File: config.mk
export PLATFORM = sky130hd
export DESIGN_NAME = mem_arbiter
export DESIGN_NICKNAME = d
export VERILOG_FILES = /design/src/rtl/mem_arb_pkg.sv /design/src/rtl/arb_pick.sv /design/src/rtl/mem_arbiter.sv
export SDC_FILE = /design/constraint.sdc
export NUM_CORES = 1
export LEC_CHECK = 0
export CAP_MARGIN = 20
export CORE_ASPECT_RATIO = 0.8
export CORE_MARGIN = 3
export CORE_UTILIZATION = 35
export DETAILED_ROUTE_END_ITERATION = 16
export PLACE_DENSITY = 0.81
export SYNTH_ARGS = -nofsm -noshare
export SYNTH_HDL_FRONTEND = slang
export SYNTH_SLANG_ARGS = --single-unit
File: constraint.sdc
create_clock -name clk -period 1.9 [get_ports clk]
set_input_delay 0.19 -clock clk [delete_from_list [all_inputs] [get_ports clk]]
set_output_delay 0.19 -clock clk [all_outputs]
set_load 0.05 [all_outputs]
File: src/rtl/mem_arb_pkg.sv
// Shared types for the three-way memory arbiter: FSM states, requester ids
// and the latched transaction record.
package mem_arb_pkg;

    localparam int ARB_XLEN = 32;
    localparam int ARB_AW   = 32;
    localparam int ARB_BEW  = ARB_XLEN / 8;

    typedef enum logic [1:0] {
        IDLE = 2'd0,
        REQ  = 2'd1,
        RESP = 2'd2
    } arb_state_e;

    typedef enum logic [1:0] {
        OWN_IF = 2'd0,
        OWN_DR = 2'd1,
        OWN_DW = 2'd2
    } arb_owner_e;

    typedef struct packed {
        logic [ARB_AW-1:0]   addr;
        logic [ARB_XLEN-1:0] wdata;
        logic [ARB_BEW-1:0]  be;
        logic                we;
        arb_owner_e          owner;
    } arb_txn_t;

endpackage

File: src/rtl/arb_pick.sv
// Combinational winner selection, one-hot grant {DW, DR, IF}.
// MEM_ARB_RR_EN: DR and IF alternate via the last-served pointer; DW keeps absolute priority.
module arb_pick (
    input  logic       if_req,
    input  logic       dr_req,
    input  logic       dw_req,
    input  logic       last_dr,
    output logic [2:0] gnt
);

    always_comb begin
        gnt = 3'b000;
        if (dw_req) begin
            gnt[2] = 1'b1;
        end
`ifdef MEM_ARB_RR_EN
        else if (dr_req && if_req) begin
            // Both reads contend: serve whichever did not win last time.
            if (last_dr) gnt[0] = 1'b1;
            else         gnt[1] = 1'b1;
        end
`endif
        else if (dr_req) begin
            gnt[1] = 1'b1;
        end else if (if_req) begin
            gnt[0] = 1'b1;
        end
    end

`ifndef MEM_ARB_RR_EN
    logic unused_last_dr;
    assign unused_last_dr = last_dr;
`endif

endmodule

File: src/rtl/mem_arbiter.sv
// Serialises IF read, DR read and DW write onto one memory port, one transaction
// in flight. Optional MEM_ARB_RR_EN makes DR/IF alternate instead of DR > IF.
module mem_arbiter
    import mem_arb_pkg::*;
#(
    parameter int XLEN = ARB_XLEN,
    parameter int AW   = ARB_AW
) (
    input  logic              clk,
    input  logic              reset_n,
    input  logic              if_req,
    input  logic [AW-1:0]     if_addr,
    output logic              if_gnt,
    output logic              if_rvalid,
    output logic [XLEN-1:0]   if_rdata,
    input  logic              if_kill,
    input  logic              dr_req,
    input  logic [AW-1:0]     dr_addr,
    output logic              dr_gnt,
    output logic              dr_rvalid,
    output logic [XLEN-1:0]   dr_rdata,
    input  logic              dw_req,
    input  logic [AW-1:0]     dw_addr,
    input  logic [XLEN-1:0]   dw_wdata,
    input  logic [XLEN/8-1:0] dw_be,
    output logic              dw_gnt,
    output logic              dw_ack,
    output logic              mem_req,
    output logic              mem_we,
    output logic [AW-1:0]     mem_addr,
    output logic [XLEN-1:0]   mem_wdata,
    output logic [XLEN/8-1:0] mem_be,
    input  logic              mem_gnt,
    input  logic              mem_rvalid,
    input  logic [XLEN-1:0]   mem_rdata
);

    arb_state_e state_reg, state_next;
    arb_txn_t   txn_reg, txn_next;
    logic       kill_reg, kill_next;
    logic       last_dr_reg, last_dr_next;
    logic [2:0] pick_gnt;

    arb_pick u_pick (
        .if_req  (if_req),
        .dr_req  (dr_req),
        .dw_req  (dw_req),
        .last_dr (last_dr_reg),
        .gnt     (pick_gnt)
    );

    always_ff @(posedge clk or negedge reset_n) begin
        if (!reset_n) begin
            state_reg   <= IDLE;
            txn_reg     <= '0;
            kill_reg    <= 1'b0;
            last_dr_reg <= 1'b0;
        end else begin
            state_reg   <= state_next;
            txn_reg     <= txn_next;
            kill_reg    <= kill_next;
            last_dr_reg <= last_dr_next;
        end
    end

    always_comb begin
        state_next   = state_reg;
        txn_next     = txn_reg;
        kill_next    = kill_reg;
        last_dr_next = last_dr_reg;
        if_gnt       = 1'b0;
        if_rvalid    = 1'b0;
        if_rdata     = '0;
        dr_gnt       = 1'b0;
        dr_rvalid    = 1'b0;
        dr_rdata     = '0;
        dw_gnt       = 1'b0;
        dw_ack       = 1'b0;
        mem_req      = 1'b0;
        mem_we       = 1'b0;
        mem_addr     = '0;
        mem_wdata    = '0;
        mem_be       = '0;

        case (state_reg)
            IDLE: begin
                kill_next = 1'b0;
                if (pick_gnt[2]) begin
                    dw_gnt         = 1'b1;
                    txn_next.addr  = dw_addr;
                    txn_next.wdata = dw_wdata;
                    txn_next.be    = dw_be;
                    txn_next.we    = 1'b1;
                    txn_next.owner = OWN_DW;
                    state_next     = REQ;
                end else if (pick_gnt[1]) begin
                    dr_gnt         = 1'b1;
                    txn_next.addr  = dr_addr;
                    txn_next.wdata = '0;
                    txn_next.be    = '0;
                    txn_next.we    = 1'b0;
                    txn_next.owner = OWN_DR;
                    last_dr_next   = 1'b1;
                    state_next     = REQ;
                end else if (pick_gnt[0]) begin
                    if_gnt         = 1'b1;
                    txn_next.addr  = if_addr;
                    txn_next.wdata = '0;
                    txn_next.be    = '0;
                    txn_next.we    = 1'b0;
                    txn_next.owner = OWN_IF;
                    last_dr_next   = 1'b0;
                    // A redirect coinciding with the grant already kills this fetch.
                    kill_next      = if_kill;
                    state_next     = REQ;
                end
            end

            REQ: begin
                mem_req   = 1'b1;
                mem_we    = txn_reg.we;
                mem_addr  = txn_reg.addr;
                mem_wdata = txn_reg.wdata;
                mem_be    = txn_reg.be;
                if (txn_reg.owner == OWN_IF && if_kill) kill_next = 1'b1;
                if (mem_gnt) begin
                    if (txn_reg.we) begin
                        dw_ack     = 1'b1;
                        kill_next  = 1'b0;
                        state_next = IDLE;
                    end else begin
                        state_next = RESP;
                    end
                end
            end

            RESP: begin
                if (txn_reg.owner == OWN_IF && if_kill) kill_next = 1'b1;
                if (mem_rvalid) begin
                    state_next = IDLE;
                    kill_next  = 1'b0;
                    if (txn_reg.owner == OWN_IF) begin
                        // Kill raised this very cycle must still suppress the return.
                        if_rvalid = !(kill_reg || if_kill);
                        if_rdata  = mem_rdata;
                    end else if (txn_reg.owner == OWN_DR) begin
                        dr_rvalid = 1'b1;
                        dr_rdata  = mem_rdata;
                    end
                end
            end

            default: begin
                state_next = IDLE;
            end
        endcase
    end

endmodule

Word level (Yosys, flattened, before mapping) --
Cells that the tools add are included.
Word-level totals: register bits 74, bits of input ports 172, output and inout port bits 140
Operators by class: equality and inequality tests 6, multiplexer cells 54, reductions and logical operators 9
Operators with widths (count):
- 2-to-1 mux 32 bit | 9
- 2-to-1 mux 71 bit | 3
- 2-to-1 mux 1 bit | 32
- 2-to-1 mux 2 bit | 7
- one-hot mux 2 bit (3 select lines) | 1
- nonzero test 3 bit | 2
- equality test 2 x 1 -> 1 bit (second input constant) | 2
- logical NOT 2 bit | 2
- 2-to-1 mux 4 bit | 1
- != test 2 bit (second input constant) | 2
- != test 4 bit (second input constant) | 1
- one-hot mux 1 bit (3 select lines) | 1
- AND reduction 3 bit | 1
- equality test 2 bit (second input constant) | 1
- AND reduction 2 bit | 1
- logical AND 1 bit | 1
- logical NOT 1 bit | 1
- logical OR 1 bit | 1

Depth between registers and ports, before layout --
Gate-level depths: netlist of run 1.
depth in word-level cells 7, gate-level depth with buffers 6, mapped depth without buffers 5

Cells and area by module --
From an unflattened synthesis of run 1, not the netlist that was laid out.
Unflattened totals: cells, all modules 454, area, all modules 4501.8 um^2
Modules (own cells, without submodules):
- mem_arbiter | times used 1, cells an instance 451, area each 4475.5 um^2, seq. area each 1851.8 um^2
- arb_pick | times used 1, cells an instance 3, area each 26.3 um^2, seq. area each 0.0 um^2

Worst setup path after synthesis of run 1 --
OpenSTA, ideal clock, no wires.
path kind reg-to-output, from register state_reg[0], to output if_rvalid, data arrival time 2202 ps, path slack -492 ps, cell stages (with the launch flop) 6, path buffers 0, cells stage by stage dfrtp_1 inv_1 ha_1 nand2_1 nor3_1 nor3b_1
Between the ends: cells in the longest elaborated chain, start to end 2
RTL lines:
- start: declaration | line mem_arbiter.sv:38 | arb_state_e state_reg, state_next;
- start signal: assignment | line mem_arbiter.sv:59 | state_reg <= state_next;
- equality test 2 bit | line mem_arbiter.sv:85 | case (state_reg)
- 2-to-1 mux 1 bit | line mem_arbiter.sv:85
- end: declaration | line mem_arbiter.sv:14 | output logic if_rvalid,
Every way passes these cells.

Worst setup path in the final report of run 1 --
from register state_reg[0], to output if_rdata[19]
Between the ends: cells in the longest elaborated chain, start to end 2
RTL lines:
- equality test 2 bit | line mem_arbiter.sv:85
- 2-to-1 mux 32 bit | line mem_arbiter.sv:85
- end: declaration | line mem_arbiter.sv:15 | output logic [XLEN-1:0] if_rdata,
Every way passes these cells.

==> impl_metrics.py, run 1 <==
metrics = {
    "outcome": {
        "status": "complete, but fails checks",
        "violations": "negative setup slack",
    },
    "floorplanning": {
        "dieArea_sq_mm": 0.0138,
        "row_count": 35,
        "die_h_microns": 106,
        "core_sq_mm": 0.0118,
        "fp.dieW_microns": 131,
        "io_pins": 312,
        "initial_core_util_pct": 36.9,
    },
    "timing": {
        "setup_violations": 136,
        "hold_violations": 0,
        "worstMarginPinSlew_ns": 0.936,
        "fmax_mhz": 472,
        "skew_ns": 0.00936,
        "rsz0062_at_grt": "yes",
        "relSlewSlack_pct": 37.6,
        "layout_setup_ws_ns": -0.219,
        "fin_crit_ns": 2.12,
        "finalCritPeriodShare_pct": 112,
        "maxSlewViolCount": 0,
    },
    "synthesis": {
        "yosysWarnings": 0,
        "synth_nets": 616,
        "yosys.area.top_type": "dfrtp_1",
        "netlist_top_cells_count": "and2_1, dfrtp_1, a22o_1",
        "yosys-top-cells-area": "dfrtp_1, and2_1, mux2_2",
        "synth_most_common_cell": "and2_1",
        "synth_seq_cells": 73,
        "synth_edf_count": 0,
        "synthesis.area_sq_mm": 0.00436,
        "ys_seq_area_share_pct": 41.9,
        "synth_top_flop_cell": "dfrtp_1",
        "synthCells": 439,
        "avgSynthCellArea_sq_um": 9.93,
        "synth_top_area_share_pct": 41.9,
        "synthArstFlopShare_pct": 100,
        "synthDistinctLibCells": 27,
    },
    "worst_setup_path": {
        "cp_max_fo": 8,
        "startpoint": "state_reg[0]$_DFFE_PN0P_",
        "r2r-end": "state_reg[0]$_DFFE_PN0P_",
        "worstSetupPathType": "reg2out",
        "end_kind": "output pin",
        "cp.arrival_ns": 1.93,
        "r2r_cells": 5,
        "r2r_slack_ns": 0.10,
        "cp-start-kind": "flop",
        "cp.required_ns": 1.71,
        "rr_startpoint": "state_reg[1]$_DFFE_PN0P_",
    },
    "finish": {
        "area_growth_pct": 127,
        "regArea_sq_mm": 0.00183,
        "multi_input_area_sq_mm": 0.00269,
        "fin_util_pct": 83.8,
        "num-fill-cells": 573,
        "drive_gt1_share_pct": 47.4,
        "largest_reg_flops": 70,
        "nets": 923,
    },
    "clocking": {
        "tritoncts": "built",
        "clock_latency_ns": 0.32,
        "clk_pin_slew_ns": 0.06,
        "clk_path_buf_depth": 2,
        "htree_levels": 3,
        "cts.sinks": 73,
        "clockRootBuffer": "clkbuf_16",
        "cts_inserted_buffers": 9,
    },
    "pwr": {
        "power.net_switching_mw": 5.42,
        "p_int_mw": 7.87,
        "power_frac_seq_pct": 21.0,
        "pwr-share-clk_pct": 14.7,
        "p_leak_nw": 4.32,
        "peakVddDrop_uv": 865,
        "cellPowerDensity_mw_per_mm2": 1340,
        "pwr-share-comb_pct": 64.3,
        "netSwitchingFraction_pct": 40.8,
    },
    "placement": {
        "portBuffers": 311,
        "gp_congestion": 0.914,
        "dpl.hpwl_mm": 13.8,
        "dp_slack_ns": 0.102,
    },
    "global_route": {
        "grt_overflow": 0,
        "first_global_vias": 5059,
        "grt_util_all_layers_pct": 26.1,
        "antenna_found_initial": 1,
        "grt_max_degree": 74,
        "grt_pass1_wl_mm": 28.1,
    },
    "detailed_routing": {
        "vias": 4718,
        "drt_wl_total_mm": 20.3,
        "viasPerCell": 5.24,
        "postRouteAntennaNets": 0,
        "wire_per_inst_microns": 22.5,
        "drt_iter0_drc": 172,
        "first_pass_iters": 4,
        "drc": 0,
    },
    "hold_path": {
        "hp-class": "in2async",
    },
    "flow_run": {
        "maxCapViolCount": 0,
    },
}
==> worst max-delay path, cell delays in order (launching register included) <==
cell and delay, ns:
dfrtp_1 0.40, inv_2 0.10, ha_4 0.16, nand2_4 0.08
nor3_4 0.18, buf_12 0.17, clkbuf_16 0.15, and2_1 0.20
buf_12 0.16
==> power by group through the flow <==
stage | Combinational (mW) | Sequential (mW) | Clock (mW)
final | 8.55 | 2.79 | 1.95
after floorplan | 4.33 | 2.59 | 0
after global routing | 8.87 | 2.86 | 2.06
after CTS | 8.33 | 2.73 | 1.96
after detailed placement | 8.03 | 2.74 | 0
after global placement | 7.87 | 2.68 | 0
==> per-stage QoR <==
step                      hold WS, ns  TNS [ns]  std cells  area [sq um]  total power, mW
after floorplan                -0.106   -0.0290        439          4480             6.92
after global placement          0.380         0        873          9130             10.6
after detailed placement        0.387         0        873          9130             10.8
after CTS                      0.0483     -3.26        896          9720             13.0
after global routing           0.0730    -16.47        900          9900             13.8
final                         0.00761    -10.34        900          9900             13.3
==> layout by cell type (no fill, tap or decap), types with 2 or more instances in the layout <==
cell type        instances
buf_2                    2
buf_4                    8
and2_2                  69
and2_4                  64
mux2i_1                 32
nor3b_4                  2
dfrtp_1                 73
buf_12                 147
ha_1                     2
mux2_2                  31
o21ai_0                 32
bufinv_16                3
clkdlybuf4s50_1        168
a21o_1                   2
buf_6                    2
clkbuf_16               11
mux2_1                   2
ha_4                     3
a22o_1                  36
nand2_1                 33
nor2b_1                  3
inv_1                    2
==> what timing repair did <==
action                     4_1_cts  5_1_grt
pin swaps                       10       12
hold buffers                     0        0
gates cloned                     3        3
buffers inserted                 4        1
setup endpoints to repair      137      139
resized for setup               50       40
==> cells by family after synthesis <==
| group | Yosys count | share of synthesized area, % |
|---|---|---|
| flip-flops | 73 | 41.9 |
| AND/OR/NAND/NOR | 181 | 24.0 |
| AO/OA/AOI/OAI | 76 | 12.7 |
| buffers and inverters | 39 | 4.16 |
| multiplexers | 65 | 15.9 |
| adder cells (fa/ha/maj) | 5 | 1.43 |
==> how the worst max path moves through the flow <==
stage | to | depth (start not counted)
3_3_place_gp | dr_rdata[0] | 6
6_report | if_rdata[19] | 8
4_1_cts | dr_rdata[13] | 8
5_1_grt | if_rdata[19] | 8
3_5_place_dp | dr_rdata[13] | 7
2_1_floorplan | if_rvalid | 5
==> layer usage <==
layer	global-route usage (%)	share of wire [%]	up-vias
li1	-	-	2111
met1	27.6	34	2296
met2	49.1	54	250
met3	5.83	6.6	61
met4	10.6	4.7	0
met5	0	0	-
==> area by class of cell <==
type | count | area share [%]
Clock inverter | 6 | 1.16
Antenna cell | 1 | 0.0253
Tap cell | 148 | 1.87
Sequential cell | 73 | 18.4
Timing Repair Buffer | 332 | 48.9
Clock buffer | 10 | 2.31
Inverter | 3 | 0.114
Multi-Input combinational cell | 327 | 27.2
(Power assumes the default switching activity.)
==> inputs of run 2 (changes only) <==
CELL_PAD_IN_SITES_DETAIL_PLACEMENT = 1   (was unset)
CELL_PAD_IN_SITES_GLOBAL_PLACEMENT = 1   (was unset)
CORE_UTILIZATION = 25   (was 35)
PLACE_DENSITY = unset   (was 0.81)
PLACE_DENSITY_LB_ADDON = 0.1   (was unset)
==> impl_metrics.py, run 2 (synthesis results as in run 1) <==
metrics = {
    "detailed_routing": {
        "drc": 0,
        "first_pass_iters": 4,
        "drt_wl_total_mm": 20.0,
        "postRouteAntennaNets": 0,
        "vias": 4591,
        "wire_per_inst_microns": 20.2,
        "drt_iter0_drc": 149,
        "viasPerCell": 4.64,
    },
    "floorplanning": {
        "row_count": 42,
        "initial_core_util_pct": 25.9,
        "fp.dieW_microns": 154,
        "die_h_microns": 124,
        "io_pins": 312,
        "core_sq_mm": 0.0168,
        "dieArea_sq_mm": 0.0191,
    },
    "timing": {
        "maxSlewViolCount": 0,
        "fin_crit_ns": 2.04,
        "relSlewSlack_pct": 69.9,
        "layout_setup_ws_ns": -0.138,
        "skew_ns": 0.00705,
        "finalCritPeriodShare_pct": 107,
        "fmax_mhz": 491,
        "worstMarginPinSlew_ns": 0.451,
        "rsz0062_at_grt": "yes",
        "holdWs_ns": 0.338,
        "hold_violations": 0,
        "setup_violations": 116,
    },
    "worst_setup_path": {
        "r2r_slack_ns": 0.04,
        "critPathBufInv": 4,
        "cp-start-kind": "flop",
        "rr_startpoint": "state_reg[0]$_DFFE_PN0P_",
        "r2r-end": "state_reg[0]$_DFFE_PN0P_",
        "timing.critical_path.max_delay_family": "buffers and inverters",
        "r2r_cells": 7,
        "path_depth": 8,
        "cp.required_ns": 1.71,
        "end_kind": "output pin",
        "slowest_stage": "dfrtp_1",
        "cp_max_fo": 8,
        "cp_slowest_stage_delay_ns": 0.39,
        "cp.arrival_ns": 1.85,
        "crit_chain": "inv_2 -> ha_4 -> nand2_4 -> nor3b_4 -> buf_6 -> clkbuf_16 -> and2_4 -> buf_12",
        "worstSetupPathType": "reg2out",
    },
    "global_route": {
        "first_global_vias": 5033,
        "grt_max_degree": 44,
        "antenna_found_initial": 1,
        "grt_util_all_layers_pct": 20.0,
        "grt_overflow": 0,
        "grt_pass1_wl_mm": 29.6,
    },
    "finish": {
        "fin_area_sq_mm": 0.0101,
        "layout_common_cells": "clkdlybuf4s50_1, buf_12, and2_4",
        "layout_commonest_cell": "clkdlybuf4s50_1",
        "largest_reg_flops": 70,
        "area_growth_pct": 132,
        "num-fill-cells": 1648,
        "drive_gt1_share_pct": 48.9,
        "num_antenna_cells": 0,
        "nets": 942,
    },
    "clocking": {
        "htree_levels": 3,
        "cts_inserted_buffers": 9,
        "cts.sinks": 73,
        "clock_latency_ns": 0.33,
        "clk_pin_slew_ns": 0.06,
        "clk_path_buf_depth": 2,
        "tritoncts": "built",
        "clockRootBuffer": "clkbuf_16",
    },
    "pwr": {
        "p_leak_nw": 4.41,
        "cellPowerDensity_mw_per_mm2": 1300,
        "peakVddDrop_uv": 613,
    },
    "flow_run": {
        "maxCapViolCount": 0,
    },
    "placement": {
        "dpl.hpwl_mm": 15.0,
        "place_area_sq_mm": 0.00931,
        "portBuffers": 311,
        "gp_congestion": 0.892,
    },
    "hold_path": {
        "hp-class": "in2async",
    },
    "outcome": {
        "status": "complete, but fails checks",
        "violations": "negative setup slack",
    },
}
[run 2: what timing repair did]
| action | CTS | global route |
|---|---|---|
| hold endpoints to repair | 30 | 0 |
| pin swaps | 38 | 6 |
| setup endpoints to repair | 139 | 136 |
| hold buffers | 1 | 0 |
| buffers inserted | 8 | 11 |
| cloned | 3 | 2 |
| resized for setup | 80 | 17 |
[run 2: worst max path at each step]
stage	slack, ns	start	endpoint
2_1_floorplan	-0.03	state_reg[0]$_DFFE_PN0P_	if_rvalid
3_3_place_gp	0.13	mem_rvalid	dr_rdata[4]
3_5_place_dp	-0.03	state_reg[1]$_DFFE_PN0P_	state_reg[0]$_DFFE_PN0P_
4_1_cts	-0.12	state_reg[0]$_DFFE_PN0P_	dr_rdata[23]
5_1_grt	-0.21	state_reg[0]$_DFFE_PN0P_	dr_rdata[2]
6_report	-0.14	state_reg[0]$_DFFE_PN0P_	dr_rdata[16]
[run 2: through the flow]
step                      worst slack, ns  cells  util (%)  TNS [ns]  power (mW)
after detailed placement          -0.0346    950      55.3   -0.0346        10.9
after global placement              0.128    950      55.3         0        10.7
after CTS                          -0.123    977      59.4     -5.18        13.0
after global routing               -0.210    989      60.3    -15.98        13.8
after floorplan                   -0.0290    439         -   -0.0290        6.92
final                              -0.138    989      60.3     -7.60        13.2
[run 2: layout make-up]
type	count	area, sq um	area share, %
repair buffers	351	5030	49.6
clock inverters	5	56.3	0.556
flip-flops and latches	73	1830	18.0
clock buffers	10	239	2.36
well taps	220	275	2.72
inverters	3	11.3	0.111
multi-input cells	327	2690	26.6
[run 2: worst register-to-register path, cell delays in order (launching register included)]
cell	delay [ns]
dfrtp_1	0.36
inv_2	0.06
buf_4	0.13
buf_4	0.14
ha_4	0.18
nor4b_2	0.18
nor3_2	0.31
mux2_2	0.38
[run 2: metal layers]
metal / wire length [microns] / vias up / track usage, %
li1: - / 2140 / -
met1: 7810 / 2232 / 22.7
met2: 10600 / 198 / 37.7
met3: 1240 / 19 / 5.59
met4: 268 / 2 / 3.92
met5: 12 / - / 0
[run 2: power breakdown]
part           total, mW  switching, mW  internal, mW
registers           2.75          0.422          2.32
logic               8.71           4.30          4.42
clock network       1.69          0.649          1.04
